## src/rtl/amo_ctl_if.sv

```systemverilog
// rtl/amo_ctl_if.sv - fetch/decode/bus signal bundle for the atomic micro-op sequencer
interface amo_ctl_if #(parameter int XLEN = 64);
    logic [31:0]     ir;
    logic            ir_valid;
    logic            stall;
    logic            flush;
    logic            step_ack;
    logic            lock_gnt;
    logic [XLEN-1:0] rs1_val;
    logic [XLEN-1:0] lr_addr;
    logic            lr_ret;
    logic            snoop_we;
    logic [XLEN-1:0] snoop_addr;
    logic            clr_resv;
    logic [1:0]      step;
    logic            amo_act;
    logic            fetch_hold;
    logic            lock_req;
    logic            sc_fail;
    logic            resv_valid;
    logic            amo_done;

    modport master (
        output ir, ir_valid, stall, flush, step_ack, lock_gnt, rs1_val,
               lr_addr, lr_ret, snoop_we, snoop_addr, clr_resv,
        input  step, amo_act, fetch_hold, lock_req, sc_fail, resv_valid, amo_done
    );

    modport slave (
        input  ir, ir_valid, stall, flush, step_ack, lock_gnt, rs1_val,
               lr_addr, lr_ret, snoop_we, snoop_addr, clr_resv,
        output step, amo_act, fetch_hold, lock_req, sc_fail, resv_valid, amo_done
    );
endinterface

```

## src/rtl/amo_ctl.sv

```systemverilog
// rtl/amo_ctl.sv - AMO/LR/SC micro-op sequencer with bus lock and LR/SC reservation
module amo_ctl #(
    parameter int XLEN      = 64,
    parameter int RESV_GRAN = 2
) (
    input  logic      clk,
    input  logic      rst_n,
    amo_ctl_if.slave  bus
);
    typedef enum logic [1:0] {IDLE, LOCK, SEQ} state_t;

    localparam logic [4:0] F5_LR = 5'b00010;
    localparam logic [4:0] F5_SC = 5'b00011;

    state_t     state, state_nx;
    logic [1:0] step, step_nx;
    logic [1:0] last_step;
    logic       op_lr, op_sc;
    logic       sc_fail_q, sc_fail_nx;
    logic       resv_valid_q;
    logic [XLEN-RESV_GRAN-1:0] resv_addr;

    logic [4:0] f5;
    logic       dec_hit;
    logic [1:0] dec_last;
    logic       detect;
    logic       last_acc;
    logic       snoop_hit;
    logic       resv_kill;
    logic       unused_bits;

    assign f5 = bus.ir[31:27];

    always_comb begin
        dec_hit  = 1'b0;
        dec_last = 2'd0;
        if (bus.ir[6:0] == 7'b0101111 && bus.ir[14:12] == 3'b010) begin
            case (f5)
                5'b00001: begin dec_hit = 1'b1; dec_last = 2'd1; end
                5'b00000, 5'b00100, 5'b01100, 5'b01000,
                5'b10000, 5'b10100, 5'b11000, 5'b11100:
                          begin dec_hit = 1'b1; dec_last = 2'd2; end
                F5_LR, F5_SC:
                          begin dec_hit = 1'b1; dec_last = 2'd0; end
                default: ;
            endcase
        end
    end

    assign detect   = rst_n && state == IDLE && bus.ir_valid && dec_hit && !bus.stall && !bus.flush;
    assign last_acc = state == SEQ && bus.step_ack && !bus.stall && !bus.flush && step == last_step;

    always_comb begin
        state_nx   = state;
        step_nx    = step;
        sc_fail_nx = sc_fail_q;
        if (bus.flush) begin
            state_nx   = IDLE;
            step_nx    = 2'd0;
            sc_fail_nx = 1'b0;
        end else if (!bus.stall) begin
            case (state)
                IDLE: if (detect) begin
                    state_nx = (f5 == F5_LR) ? SEQ : LOCK;
                    step_nx  = 2'd0;
                end
                LOCK: if (bus.lock_gnt) begin
                    state_nx = SEQ;
                    step_nx  = 2'd0;
                    if (op_sc)
                        sc_fail_nx = !(resv_valid_q &&
                                       bus.rs1_val[XLEN-1:RESV_GRAN] == resv_addr);
                end
                SEQ: if (bus.step_ack) begin
                    if (step == last_step) begin
                        state_nx   = IDLE;
                        step_nx    = 2'd0;
                        sc_fail_nx = 1'b0;
                    end else begin
                        step_nx = step + 2'd1;
                    end
                end
                default: state_nx = IDLE;
            endcase
        end
    end

    always_ff @(posedge clk) begin
        if (!rst_n) begin
            state     <= IDLE;
            step      <= 2'd0;
            sc_fail_q <= 1'b0;
            last_step <= 2'd0;
            op_lr     <= 1'b0;
            op_sc     <= 1'b0;
        end else begin
            state     <= state_nx;
            step      <= step_nx;
            sc_fail_q <= sc_fail_nx;
            if (detect) begin
                last_step <= dec_last;
                op_lr     <= (f5 == F5_LR);
                op_sc     <= (f5 == F5_SC);
            end
        end
    end

    // A snoop hitting the address being reserved this very cycle must also kill it.
    assign snoop_hit = bus.snoop_we &&
        ((resv_valid_q && bus.snoop_addr[XLEN-1:RESV_GRAN] == resv_addr) ||
         (bus.lr_ret && bus.snoop_addr[XLEN-1:RESV_GRAN] == bus.lr_addr[XLEN-1:RESV_GRAN]));
    assign resv_kill = bus.clr_resv || snoop_hit || (last_acc && op_sc);

    always_ff @(posedge clk) begin
        if (!rst_n) begin
            resv_valid_q <= 1'b0;
            resv_addr    <= '0;
        end else begin
            if (bus.lr_ret)
                resv_addr <= bus.lr_addr[XLEN-1:RESV_GRAN];
            if (resv_kill)
                resv_valid_q <= 1'b0;
            else if (bus.lr_ret)
                resv_valid_q <= 1'b1;
        end
    end

    assign bus.step       = step;
    assign bus.amo_act    = (state == SEQ);
    assign bus.fetch_hold = (state != IDLE) || detect;
    assign bus.lock_req   = (state == LOCK) || (state == SEQ && !op_lr) || detect;
    assign bus.sc_fail    = sc_fail_q;
    assign bus.resv_valid = resv_valid_q;
    assign bus.amo_done   = last_acc;

    assign unused_bits = ^{bus.ir[26:15], bus.ir[11:7], bus.rs1_val[RESV_GRAN-1:0],
                           bus.lr_addr[RESV_GRAN-1:0], bus.snoop_addr[RESV_GRAN-1:0]};
endmodule
```

## src/flat_wrapper.sv

```systemverilog
// flat-port wrapper written by rule: the top's interface ports become plain ports
module amo_ctl_flat 
#(
    parameter int XLEN      = 64,
    parameter int RESV_GRAN = 2
)
  (clk, rst_n, bus_ir, bus_ir_valid, bus_stall, bus_flush, bus_step_ack, bus_lock_gnt, bus_rs1_val, bus_lr_addr, bus_lr_ret, bus_snoop_we, bus_snoop_addr, bus_clr_resv, bus_step, bus_amo_act, bus_fetch_hold, bus_lock_req, bus_sc_fail, bus_resv_valid, bus_amo_done);
  amo_ctl_if #(.XLEN(XLEN)) bus_i ();
  input  logic clk;
  input  logic rst_n;
  input wire logic [$bits(bus_i.ir)-1:0] bus_ir;
  input wire logic [$bits(bus_i.ir_valid)-1:0] bus_ir_valid;
  input wire logic [$bits(bus_i.stall)-1:0] bus_stall;
  input wire logic [$bits(bus_i.flush)-1:0] bus_flush;
  input wire logic [$bits(bus_i.step_ack)-1:0] bus_step_ack;
  input wire logic [$bits(bus_i.lock_gnt)-1:0] bus_lock_gnt;
  input wire logic [$bits(bus_i.rs1_val)-1:0] bus_rs1_val;
  input wire logic [$bits(bus_i.lr_addr)-1:0] bus_lr_addr;
  input wire logic [$bits(bus_i.lr_ret)-1:0] bus_lr_ret;
  input wire logic [$bits(bus_i.snoop_we)-1:0] bus_snoop_we;
  input wire logic [$bits(bus_i.snoop_addr)-1:0] bus_snoop_addr;
  input wire logic [$bits(bus_i.clr_resv)-1:0] bus_clr_resv;
  output wire logic [$bits(bus_i.step)-1:0] bus_step;
  output wire logic [$bits(bus_i.amo_act)-1:0] bus_amo_act;
  output wire logic [$bits(bus_i.fetch_hold)-1:0] bus_fetch_hold;
  output wire logic [$bits(bus_i.lock_req)-1:0] bus_lock_req;
  output wire logic [$bits(bus_i.sc_fail)-1:0] bus_sc_fail;
  output wire logic [$bits(bus_i.resv_valid)-1:0] bus_resv_valid;
  output wire logic [$bits(bus_i.amo_done)-1:0] bus_amo_done;
  assign bus_i.ir = bus_ir;
  assign bus_i.ir_valid = bus_ir_valid;
  assign bus_i.stall = bus_stall;
  assign bus_i.flush = bus_flush;
  assign bus_i.step_ack = bus_step_ack;
  assign bus_i.lock_gnt = bus_lock_gnt;
  assign bus_i.rs1_val = bus_rs1_val;
  assign bus_i.lr_addr = bus_lr_addr;
  assign bus_i.lr_ret = bus_lr_ret;
  assign bus_i.snoop_we = bus_snoop_we;
  assign bus_i.snoop_addr = bus_snoop_addr;
  assign bus_i.clr_resv = bus_clr_resv;
  assign bus_step = bus_i.step;
  assign bus_amo_act = bus_i.amo_act;
  assign bus_fetch_hold = bus_i.fetch_hold;
  assign bus_lock_req = bus_i.lock_req;
  assign bus_sc_fail = bus_i.sc_fail;
  assign bus_resv_valid = bus_i.resv_valid;
  assign bus_amo_done = bus_i.amo_done;
  amo_ctl #(.XLEN(XLEN), .RESV_GRAN(RESV_GRAN)) u_core (.clk(clk), .rst_n(rst_n), .bus(bus_i));
endmodule
```

## config.mk

```make
export PLATFORM = sky130hd
export DESIGN_NAME = amo_ctl_flat
export DESIGN_NICKNAME = d
export VERILOG_FILES = /design/src/rtl/amo_ctl_if.sv /design/src/rtl/amo_ctl.sv /design/src/flat_wrapper.sv
export SDC_FILE = /design/constraint.sdc
export NUM_CORES = 1
export LEC_CHECK = 0
export CAP_MARGIN = 20
export CORE_ASPECT_RATIO = 1.4
export CORE_UTILIZATION = 30
export DETAILED_ROUTE_END_ITERATION = 8
export PLACE_DENSITY = 0.71
export SETUP_SLACK_MARGIN = 0.3
export SLEW_MARGIN = 20
export SYNTH_ARGS = -nofsm -noshare
export SYNTH_HDL_FRONTEND = slang
export SYNTH_SLANG_ARGS = --single-unit
export TNS_END_PERCENT = 5
```

## constraint.sdc

```tcl
create_clock -name clk -period 1.5 [get_ports clk]
set_input_delay 0.3 -clock clk [delete_from_list [all_inputs] [get_ports clk]]
set_output_delay 0.3 -clock clk [all_outputs]
set_load 0.03 [all_outputs]
```

==> flow_summary.json, run 1 <==
{
  "grt_pass1_vias": 5902,
  "synth_fa_ha_area_share_pct": 0,
  "dr.pass1.iters": 4,
  "synth_xor_area_share_pct": 24.2,
  "antenna_found_initial": 0,
  "holdPathStages": 3,
  "violations": "setup timing",
  "grt_max_degree": 69,
  "ant_nets": 0,
  "busiest_layer": "met2",
  "rr_worst_depth": 7,
  "setup_ws_ps": -420,
  "die_w_um": 113,
  "r2r-start": "u_core.resv_addr[2]",
  "use_met2_pct": 44.6,
  "grtUsageMet1_pct": 26.1,
  "clock-sinks": 72,
  "synth_area_leaders": "dfxtp_1 28%, xnor2_1 18%, mux2i_1 13%",
  "crit_path_end_kind": "output pin",
  "drt_iter0_drc": 254,
  "numCtsBuffers": 9,
  "syn_to_final_growth_pct": 78.3,
  "ys_ff_latch": 72,
  "maxCapViolCount": 0,
  "drive_gt1_share_pct": 25.5,
  "period_minus_slack_ps": 1920,
  "synth-compound-area-share_pct": 9.21,
  "synth_nets": 815,
  "post_drt_wl_per_cell_um": 19.1,
  "n_antenna_cell": 0,
  "multiInputGateArea_um2": 3860,
  "clk_latency_ps": 340,
  "wl_mm": 22.0,
  "synthMuxAreaShare_pct": 12.6,
  "r2r_setup_slack_ps": -190,
  "synthArstFlopShare_pct": 0,
  "start_kind": "register",
  "globalRoute.totalOverflow": 0,
  "startpoint": "u_core.state[0]",
  "ioPinCount": 242,
  "outcome": "finished, violations left",
  "synth_seq_area_share_pct": 27.9,
  "fin_util_pct": 54.9,
  "drc": 0,
  "hold_path.class": "in -> reg",
  "setup_viol": 14,
  "synth_top_area_cell": "dfxtp_1",
  "clk_pin_slew_ps": 60,
  "yosys.area.top_type_share_pct": 27.9,
  "path_max_fanout": 5,
  "fp.dieArea_um2": 17800,
  "die_h_um": 157,
  "synth_top_family_by_area": "XOR/XNOR gates",
  "rsz0062_at_grt": "yes",
  "period_share_pct": 128,
  "clock_skew_ps": 4.69,
  "cp-endpoint": "bus_lock_req",
  "fillers": 1530,
  "synth_edf_count": 0,
  "yosysMostFrequentCell": "xnor2_1",
  "vias": 5585,
  "final-seq-area_um2": 1450,
  "gp_congestion": 0.911,
  "r2r-end": "u_core.bus.sc_fail",
  "worst_hold_slack_ps": 403,
  "clockBufferDepth": 2,
  "core-area_um2": 16800,
  "path_class": "reg -> out",
  "synthDistinctLibCells": 49,
  "start_util_pct": 30.8,
  "hold_violations": 0,
  "p_leak_nw": 3.88,
  "syn-cell-area_um2": 5170,
  "postSynthAreaPerCell_um2": 8.91,
  "tightest_slew_ps": 670,
  "track_usage_pct": 25.0,
  "worstPathArrival_ps": 1620,
  "io_buffers": 218,
  "h-tree-depth": 3,
  "cts_root_buf": "clkbuf_16",
  "slew_violations": 0,
  "tritoncts": "done",
  "via_per_inst": 4.84,
  "tns_ps": -2110,
  "place_hpwl_mm": 18.1,
  "final_nets": 1180,
  "grt_pass1_wl_mm": 32.4,
  "power_density_nw_per_um2": 654,
  "globalRouteMet3Util_pct": 7.28,
  "ys_warn_count": 0,
  "slew_headroom_pct": 55.4,
  "worstPathRequired_ps": 1200,
  "fmax_mhz": 521,
  "irDropWorstVdd_mv": 0.493,
  "synthFlopType": "dfxtp_1",
  "std_cell_rows": 56,
  "hold_buffers": 0,
  "yosys.area_share.simple_pct": 21.8,
  "synth_common_cells": "108 x xnor2_1, 82 x nor2b_1, 72 x dfxtp_1",
  "postSynthCellCount": 581
}
metrics by stage:
| step | setup slack [ps] | total power, mW | area [um^2] | cells |
|---|---|---|---|---|
| after floorplan | -175 | 2.84 | 5200 | 581 |
| after global placement | -679 | 4.06 | 8630 | 1129 |
| after detailed placement | -713 | 4.07 | 8630 | 1129 |
| after CTS | -407 | 6.06 | 9180 | 1152 |
| after global routing | -471 | 6.30 | 9230 | 1153 |
| final | -420 | 6.03 | 9230 | 1153 |
state kept, by name (all words and copies together) (netlist names):
register	count
u_core.resv_addr	62
u_core.bus.step	2
u_core.last_step	2
u_core.state	2
u_core.bus.resv_valid	1
u_core.bus.sc_fail	1
u_core.op_lr	1
u_core.op_sc	1
how the worst min path moves through the flow:
stage / startpoint / endpoint / slack (ps)
after CTS: bus_lr_addr[4] / u_core.resv_addr[2] / 390
after global routing: bus_lr_addr[12] / u_core.resv_addr[10] / 410
after floorplan: bus_snoop_we / u_core.bus.resv_valid / 390
after detailed placement: u_core.bus.sc_fail / u_core.bus.sc_fail / 450
final: bus_lr_addr[44] / u_core.resv_addr[42] / 400
after global placement: u_core.bus.sc_fail / u_core.bus.sc_fail / 440
metal layers:
layer  vias up  routed length, um
met5         -                  0
met4         0               1140
met1      2599               8270
met3        46               1530
met2       190              11100
li1       2750                  -
power breakdown:
group	switching [mW]	total (mW)	internal (mW)
logic	0.797	1.96	1.16
clock network	0.840	1.95	1.11
registers	0.108	2.12	2.02
critical path, stage by stage, from the launching register on:
cell      delay [ps]
dfxtp_2          330
nor4b_4          340
nand4_2          140
o21bai_4         230
nand2_2          100
buf_6            130
area by class of cell:
cell class,instances,share of cell area (%)
clock buffer,14,2.64
tap,203,2.75
timing repair buffer,370,35.4
sequential,72,15.7
inverter,39,1.61
multi-input combinational,454,41.8
clock inverter,1,0.0543
kinds of logic (layout without fill, tap and decap cells):
logic type / Yosys count / after routing
and+or+nand+nor: 185 / 185
xor gates and xnor gates: 143 / 143
DFF: 72 / 72
muxes: 65 / 65
AOI/OAI and AO/OA: 61 / 61
buffers and inverters: 55 / 424
layout by cell type (no fill, tap or decap), drive strengths merged, types with 3 or more instances in the layout:
cell,n
o2bb2ai,3
o21ai,8
nand2b,10
o2111ai,4
buf,161
xor2,35
nor3,5
clkbuf,14
xnor2,108
nor2b,82
nand4,32
o22ai,12
dfxtp,72
nor4,21
a2111oi,4
a2111o,3
a21oi,9
a22o,6
mux2i,65
nor2,12
inv,35
clkinv,5
nand2,13
clkdlybuf4s50,150
dlygate4sd2,57
timing repair:
action	CTS	global route
pin swaps	44	5
endpoints found under the setup margin	80	16
gates cloned	0	0
setup buffers	8	1
gates resized for setup	140	13
Note: power is estimated with default switching activity, not from simulation.
==> run 2, diff against run 1 <==
--- a/config.mk
+++ b/config.mk
@@ -9,7 +9,7 @@
 export CORE_ASPECT_RATIO = 1.4
 export CORE_UTILIZATION = 30
 export DETAILED_ROUTE_END_ITERATION = 8
-export PLACE_DENSITY = 0.71
+export PLACE_DENSITY = 0.69
 export SETUP_SLACK_MARGIN = 0.3
 export SLEW_MARGIN = 20
 export SYNTH_ARGS = -nofsm -noshare
==> constraint.sdc (replaced) <==
create_clock -name clk -period 1.8 [get_ports clk]
set_input_delay 0.36 -clock clk [delete_from_list [all_inputs] [get_ports clk]]
set_output_delay 0.36 -clock clk [all_outputs]
set_load 0.03 [all_outputs]
==> flow_summary.json, run 2 (synthesis results as in run 1) <==
{
  "hold_violations": 0,
  "worstPathRequired_ps": 1440,
  "start_util_pct": 30.8,
  "setup_ws_ps": -120,
  "fin_util_pct": 53.1,
  "crit_slowest_cell": "dfxtp_4",
  "post_drt_wl_per_cell_um": 19.6,
  "wl_met3_mm": 1.20,
  "violations": "setup timing",
  "path_max_fanout": 3,
  "min_to": "u_core.resv_addr[46]",
  "regMostFlops": "u_core.resv_addr",
  "final_nets": 1141,
  "std_cell_rows": 56,
  "crit_buf_inv": 1,
  "critPathTopFamily": "simple AND/OR/NAND/NOR gates",
  "clockBufferDepth": 2,
  "most-common-layout-cells": "194 x clkdlybuf4s50_1, 113 x buf_4, 101 x xnor2_1, 81 x nor2b_1, 67 x dfxtp_1",
  "ioPinCount": 242,
  "fmax_mhz": 521,
  "rsz0062_at_grt": "yes",
  "p_leak_nw": 3.61,
  "placed_area_um2": 8370,
  "grt_pass1_wl_mm": 31.6,
  "io_buffers": 218,
  "maxCapViolCount": 0,
  "irDropWorstVdd_mv": 0.463,
  "hold_buffers": 0,
  "vias": 5413,
  "m1WireLength_mm": 8.58,
  "clk_latency_ps": 340,
  "layout_commonest_cell": "clkdlybuf4s50_1",
  "dr.pass1.iters": 4,
  "fillers": 1606,
  "drt_iter0_drc": 269,
  "die_w_um": 113,
  "drc": 0,
  "period_minus_slack_ps": 1920,
  "largest_reg_flops": 62,
  "holdPathStages": 3,
  "stdcell_area_um2": 8930,
  "n_antenna_cell": 0,
  "grt_max_degree": 69,
  "tightest_slew_ps": 651,
  "start_kind": "register",
  "wl_mm": 21.8,
  "globalRoute.totalOverflow": 0,
  "outcome": "finished, violations left",
  "fp.dieArea_um2": 17800,
  "h-tree-depth": 3,
  "place_hpwl_mm": 17.9,
  "top_layer": "met4",
  "met2RoutedLength_mm": 11.2,
  "hold_path.class": "in -> reg",
  "period_share_pct": 107,
  "slew_headroom_pct": 56.6,
  "die_h_um": 157,
  "numCtsBuffers": 9,
  "tritoncts": "done",
  "worstHoldStart": "bus_lr_addr[48]",
  "cts_root_buf": "clkbuf_16",
  "r2r-end": "u_core.bus.sc_fail",
  "drive_gt1_share_pct": 19.1,
  "antenna_found_initial": 0,
  "clk_pin_slew_ps": 60,
  "final-seq-area_um2": 1450,
  "rr_worst_depth": 8,
  "r2r-start": "u_core.resv_addr[8]",
  "setup_viol": 3,
  "syn_to_final_growth_pct": 72.6,
  "track_usage_pct": 24.5,
  "slowest_delay_ps": 360,
  "multiInputGateArea_um2": 3710,
  "via_per_inst": 4.85,
  "clock_skew_ps": 7.09,
  "path_cells": "nor4b_4 > nand4_2 > o21bai_4 > nand2_2 > buf_6",
  "clock-sinks": 72,
  "path_class": "reg -> out",
  "gp_congestion": 0.899,
  "r2r_setup_slack_ps": 80,
  "power_density_nw_per_um2": 608,
  "worstPathArrival_ps": 1560,
  "startpoint": "u_core.state[1]",
  "crit_path_end_kind": "output pin",
  "slew_violations": 0,
  "core-area_um2": 16800,
  "ant_nets": 0,
  "grt_pass1_vias": 5761
}
[run 2: changes by cell type in the layout (fill, tap and decap cells not counted), moves of 6 or more]
| cell | delta |
|---|---|
| dfxtp_2 | -6 |
| nor4_2 | -6 |
| buf_4 | -43 |
| xnor2_1 | +11 |
| nor4_1 | +6 |
| xnor2_2 | -11 |
| clkdlybuf4s50_1 | +44 |
| dlygate4sd2_1 | -44 |
[run 2: where the power goes]
| group | internal, mW | leakage (nW) | switching (mW) |
|---|---|---|---|
| Combinational | 0.949 | 2.85 | 0.633 |
| Sequential | 1.68 | 0.596 | 0.102 |
| Clock | 1.33 | 0.161 | 0.743 |
[run 2: stage by stage]
| stage | setup TNS, ps | hold slack [ps] | instances | power [mW] | setup WS [ps] |
|---|---|---|---|---|---|
| detailed placement | -3710 | 446 | 1094 | 3.36 | -564 |
| finish | -350 | 389 | 1115 | 5.43 | -120 |
| global route | -565 | 428 | 1115 | 5.63 | -162 |
| floorplan | 0 | 450 | 581 | 2.37 | 113 |
| CTS | -497 | 452 | 1115 | 5.43 | -139 |
| global placement | -3620 | 436 | 1094 | 3.35 | -533 |
[run 2: worst max-delay path by stage]
stage	slack, ps	cells after the start	endpoint
after floorplan	110	4	bus_amo_done
after global placement	-530	7	u_core.bus.resv_valid
after detailed placement	-560	7	u_core.bus.resv_valid
after CTS	-140	5	bus_lock_req
after global routing	-160	5	bus_lock_req
final	-120	5	bus_lock_req
[run 2: worst min-delay path, delay by kind of cell]
kind	cells	cell delay [ps]
buf+inv	1	150
mux	1	100
simple gates	1	90
[run 2: repair_timing]
action	4_1_cts	5_1_grt
gates cloned	0	0
pin swaps	12	17
setup buffers	5	0
endpoints found under the setup margin	18	17
gates resized for setup	45	21
[run 2: layer usage]
layer,global-route usage [%],up-vias
li1,-,2670
met1,26.4,2511
met2,45.1,194
met3,4.74,38
met4,12.5,0
met5,0,-
[run 2: final cells by class]
type	count	area share, %
repair buffers	331	33.9
multi-input cells	454	41.5
inverters	39	1.64
well taps	203	2.84
flip-flops and latches	72	16.3
clock inverters	4	0.841
clock buffers	12	2.98
==> run 3, diff against run 2 <==
--- a/config.mk
+++ b/config.mk
@@ -9,6 +9,7 @@
 export CORE_ASPECT_RATIO = 1.4
 export CORE_UTILIZATION = 30
 export DETAILED_ROUTE_END_ITERATION = 8
+export GPL_TIMING_DRIVEN = 1
 export PLACE_DENSITY = 0.69
 export SETUP_SLACK_MARGIN = 0.3
 export SLEW_MARGIN = 20
==> results of run 3 <==
Final layout, timing and power as in run 2 (identical DEF).
==> RTL edit 1 (settings of run 3) <==
Re-encode `state_t` (3 states) as one-hot, 3 bits wide.
--- a/src/rtl/amo_ctl.sv
+++ b/src/rtl/amo_ctl.sv
@@ -9,3 +9,3 @@
 );
-    typedef enum logic [1:0] {IDLE, LOCK, SEQ} state_t;
+    typedef enum logic [2:0] {IDLE = 3'b001, LOCK = 3'b010, SEQ = 3'b100} state_t;
 
Check against the original RTL: same outputs for any inputs over 4 cycles, from zero or initial values and one cycle with rst_n low; so few cycles prove little.
==> RTL edit 1 against run 3 <==
- combinational power decreased by 3%
- worst setup slack got worse by 0.025 ns
- area after synthesis increased by 0.70%
- the run still ends with setup timing left
- sequential share of layout area increased by 0.17 points
- sequential cell count increased by 1
- count of clock-buffer cells in the layout increased by 3
- power decreased by 2.5%
- cell area about the same
- routed wire length increased by 0.23%
==> RTL edit 1: results (changes against run 3) <==
Finish
  • Reg area: 0.00147 mm2 (+0.95%)
  • Share of layout cells above drive strength 1: 18.6% (-0.49 points)
  • Clk cell area share: 3.67% (-0.15 points)
  • Repair and plain buffers: 325 (-1.8%)
  • Final std cells w/o fill: 1,137 (+2.0%)
  • Fillers: 1,553 (-3.3%)
  • NumNets Final: 1,133 (-0.70%)
  • # diodes: 1 (+1)
  • Invs w/o clock: 42 (+7.7%)

Yosys
  • Post-synthesis sequential area ratio: 28.0% (+0.19 points)
  • Top post-synthesis cells by area: dfxtp_1 28%, xnor2_1 15%, mux2i_1 12%
  • Commonest cells in the netlist: 88 x xnor2_1, 73 x dfxtp_1, 73 x nor2b_1
  • Xor and xnor area share after synthesis: 23.0% (-1.2 points)
  • Yosys cell types: 56 (+14%)
  • Compound-cell area share of the yosys netlist: 10.6% (+1.4 points)
  • Syn_nets: 813 (-0.25%)

Worst setup path
  • FF-to-FF setup slack: 0.01 ns (-0.07 ns)
  • Reg2reg end: u_core.bus.step[0]
  • Crit path max fanout: 7 (+4)

Power
  • Pwr Total: 5.29 mW (-2.5%)
  • Seq pwr share: 33.9% (+1.2 points)
  • Total leakage power: 3.62 nW (+0.24%)

STA
  • WHS: 0.481 ns (+0.0915 ns)
  • Slew @ Worst Pin: 0.644 ns (-0.00738 ns)
  • Setup TNS: -0.484 ns (-0.134 ns)
  • Setup violators final: 6 (+3)
  • Final WS setup: -0.145 ns (-0.0246 ns)
  • Setup Skew: 0.00695 ns (-0.000138 ns)

Outcome
  • Failing checks: setup timing
  • Status: finished, violations left

Global route
  • Initial antenna violation count: 1 (+1)

Place
  • Dpl hpwl: 18,300 um (+2.1%)
  • Area after DPL: 0.00842 mm2 (+0.55%)

Worst hold path
  • Hold Path Cell Cnt: 4 (+1)

Routing
  • Routed wire length: 21,900 um (+0.23%)
  • 1st-iter DRT viols: 235 (-13%)
## RTL edit 1: cell types whose count changed in the layout (fill, tap and decap cells not counted), moves of 7 or more
cell,before,now
xor2_1,34,49
nor2_1,12,5
buf_4,113,105
nand2b_1,10,19
inv_1,32,41
xnor2_1,101,82
nor2b_1,81,73
## RTL edit 1: worst max-delay path, stage by stage (launching register included)
cell and delay (ns):
dfxtp_2 0.35, or3_4 0.42, nor3_4 0.16, buf_6 0.13, a21o_4 0.08, buf_6 0.12
## RTL edit 1: metal layers
metal / wire, um / track usage, % / up-vias
met2: 11400 / 46.0 / 190
li1: - / - / 2678
met3: 1100 / 5.13 / 49
met1: 8400 / 25.8 / 2557
met5: 18 / 0 / -
met4: 951 / 12.2 / 2
## RTL edit 1: timing repair
action	4_1_cts	5_1_grt
gates resized for setup	44	20
setup buffers	5	1
pin swaps	11	12
endpoints found under the hold margin	0	0
cloned	0	0
setup endpoints to repair	19	17
==> RTL edit 2 (flow settings as in run 3) <==
Made on the original files. `XLEN` is set to 64 in 3 places; all go to 96.
--- a/src/rtl/amo_ctl_if.sv
+++ b/src/rtl/amo_ctl_if.sv
@@ -1,3 +1,3 @@
 // rtl/amo_ctl_if.sv - fetch/decode/bus signal bundle for the atomic micro-op sequencer
-interface amo_ctl_if #(parameter int XLEN = 64);
+interface amo_ctl_if #(parameter int XLEN = 96);
     logic [31:0]     ir;
--- a/src/rtl/amo_ctl.sv
+++ b/src/rtl/amo_ctl.sv
@@ -2,3 +2,3 @@
 module amo_ctl #(
-    parameter int XLEN      = 64,
+    parameter int XLEN      = 96,
     parameter int RESV_GRAN = 2
--- a/src/flat_wrapper.sv
+++ b/src/flat_wrapper.sv
@@ -3,3 +3,3 @@
 #(
-    parameter int XLEN      = 64,
+    parameter int XLEN      = 96,
     parameter int RESV_GRAN = 2
Interface: changed (resized bus_lr_addr, bus_rs1_val and bus_snoop_addr); port bits go from 242 to 338. No check against the original RTL was run, so the function may have changed too.
==> RTL edit 2 against run 3 <==
- the flow still finishes with violations (setup timing)
- cell area is 45% higher
- power is 33% higher
- sequential cell count is 32 higher
- hold slack better by 0.052 ns
- combinational power is 57% higher
- worst setup slack worse by 0.28 ns
- final cell count is 54% higher
- routed wire length is 77% higher
- area after synthesis is 43% higher
- critical path type unchanged
- largest cell class unchanged
==> RTL edit 2: results (changes against run 3) <==
Yosys
  • Yosys cell types: 47 (-4.1%)
  • Post-synthesis sequential area ratio: 28.1% (+0.20 points)
  • Syn_nets: 1,210 (+48%)

Finish
  • Reg area: 0.00208 mm2 (+43%)
  • NumNets Final: 1,726 (+51%)
  • Layout non-clock buf frac: 36.9% (+2.9 points)
  • Invs w/o clock: 76 (+95%)

Routing
  • Vias/cell: 5.01 (+3.1%)
  • 1st-iter DRT viols: 498 (+85%)
  • Metal3 WL: 2420 um (+100%)

Worst setup path
  • FF-to-FF path depth: 7 (-1)
  • Crit path max fanout: 4 (+1)
  • R2R Path Start: u_core.resv_addr[93]

Clock tree
  • Clk_lat worst skew: 0.37 ns (+0.03 ns)

Global route
  • Tot GR Track Use: 30.5% (+6.1 points)
  • First-pass GRT wire length: 55,400 um (+75%)
  • Initial antenna violation count: 1 (+1)
  • Largest net degree at the start of global routing: 68 (-1.4%)

Outcome
  • Failing checks: setup timing
  • Status: finished, violations left

STA
  • Final WS setup: -0.397 ns (-0.277 ns)
  • WHS: 0.442 ns (+0.0525 ns)
  • Slew margin rel.: 63.1% (+6.5 points)
  • Setup violators final: 10 (+7)
  • Setup Skew: 0.0108 ns (+0.00375 ns)

Power
  • Total leakage power: 5.59 nW (+55%)
  • Sw power: 2.29 mW (+55%)
  • Clk network pwr share: 30.4% (-7.7 points)
  • Worst vdd ir: 0.000474 V (+2.4%)

Place
  • Dpl ws: -0.791 ns (-0.227 ns)
  • Dpl hpwl: 32,900 um (+83%)
  • RePlAce Congestion: 1.02 (+13%)

Worst hold path
  • Hold Startpoint: bus_lr_addr[58]
  • Hold Path Cell Cnt: 4 (+1)
## RTL edit 2: cells by family (layout without fill, tap and decap cells)
| logic type | Yosys count | in the layout | share of synthesized area (%) |
|---|---|---|---|
| AND/OR/NAND/NOR | 302 | 302 | 21.7 |
| XOR/XNOR | 178 | 178 | 21.0 |
| flip-flops | 104 | 104 | 28.1 |
| AO/OA/AOI/OAI | 101 | 101 | 11.2 |
| buffers and inverters | 98 | 619 | 4.96 |
| multiplexers | 97 | 97 | 13.1 |
| other | 0 | 1 | 0 |
## RTL edit 2: stage by stage
| stage | power (mW) | instances | utilization (%) | area [um2] |
|---|---|---|---|---|
| after CTS | 7.22 | 1711 | 53.3 | 12900 |
| after detailed placement | 5.05 | 1693 | 51.7 | 12500 |
| after floorplan | 3.42 | 880 | - | 7450 |
| final | 7.24 | 1712 | 53.5 | 12900 |
| after global placement | 5.04 | 1693 | 51.7 | 12500 |
| after global routing | 7.48 | 1712 | 53.5 | 12900 |
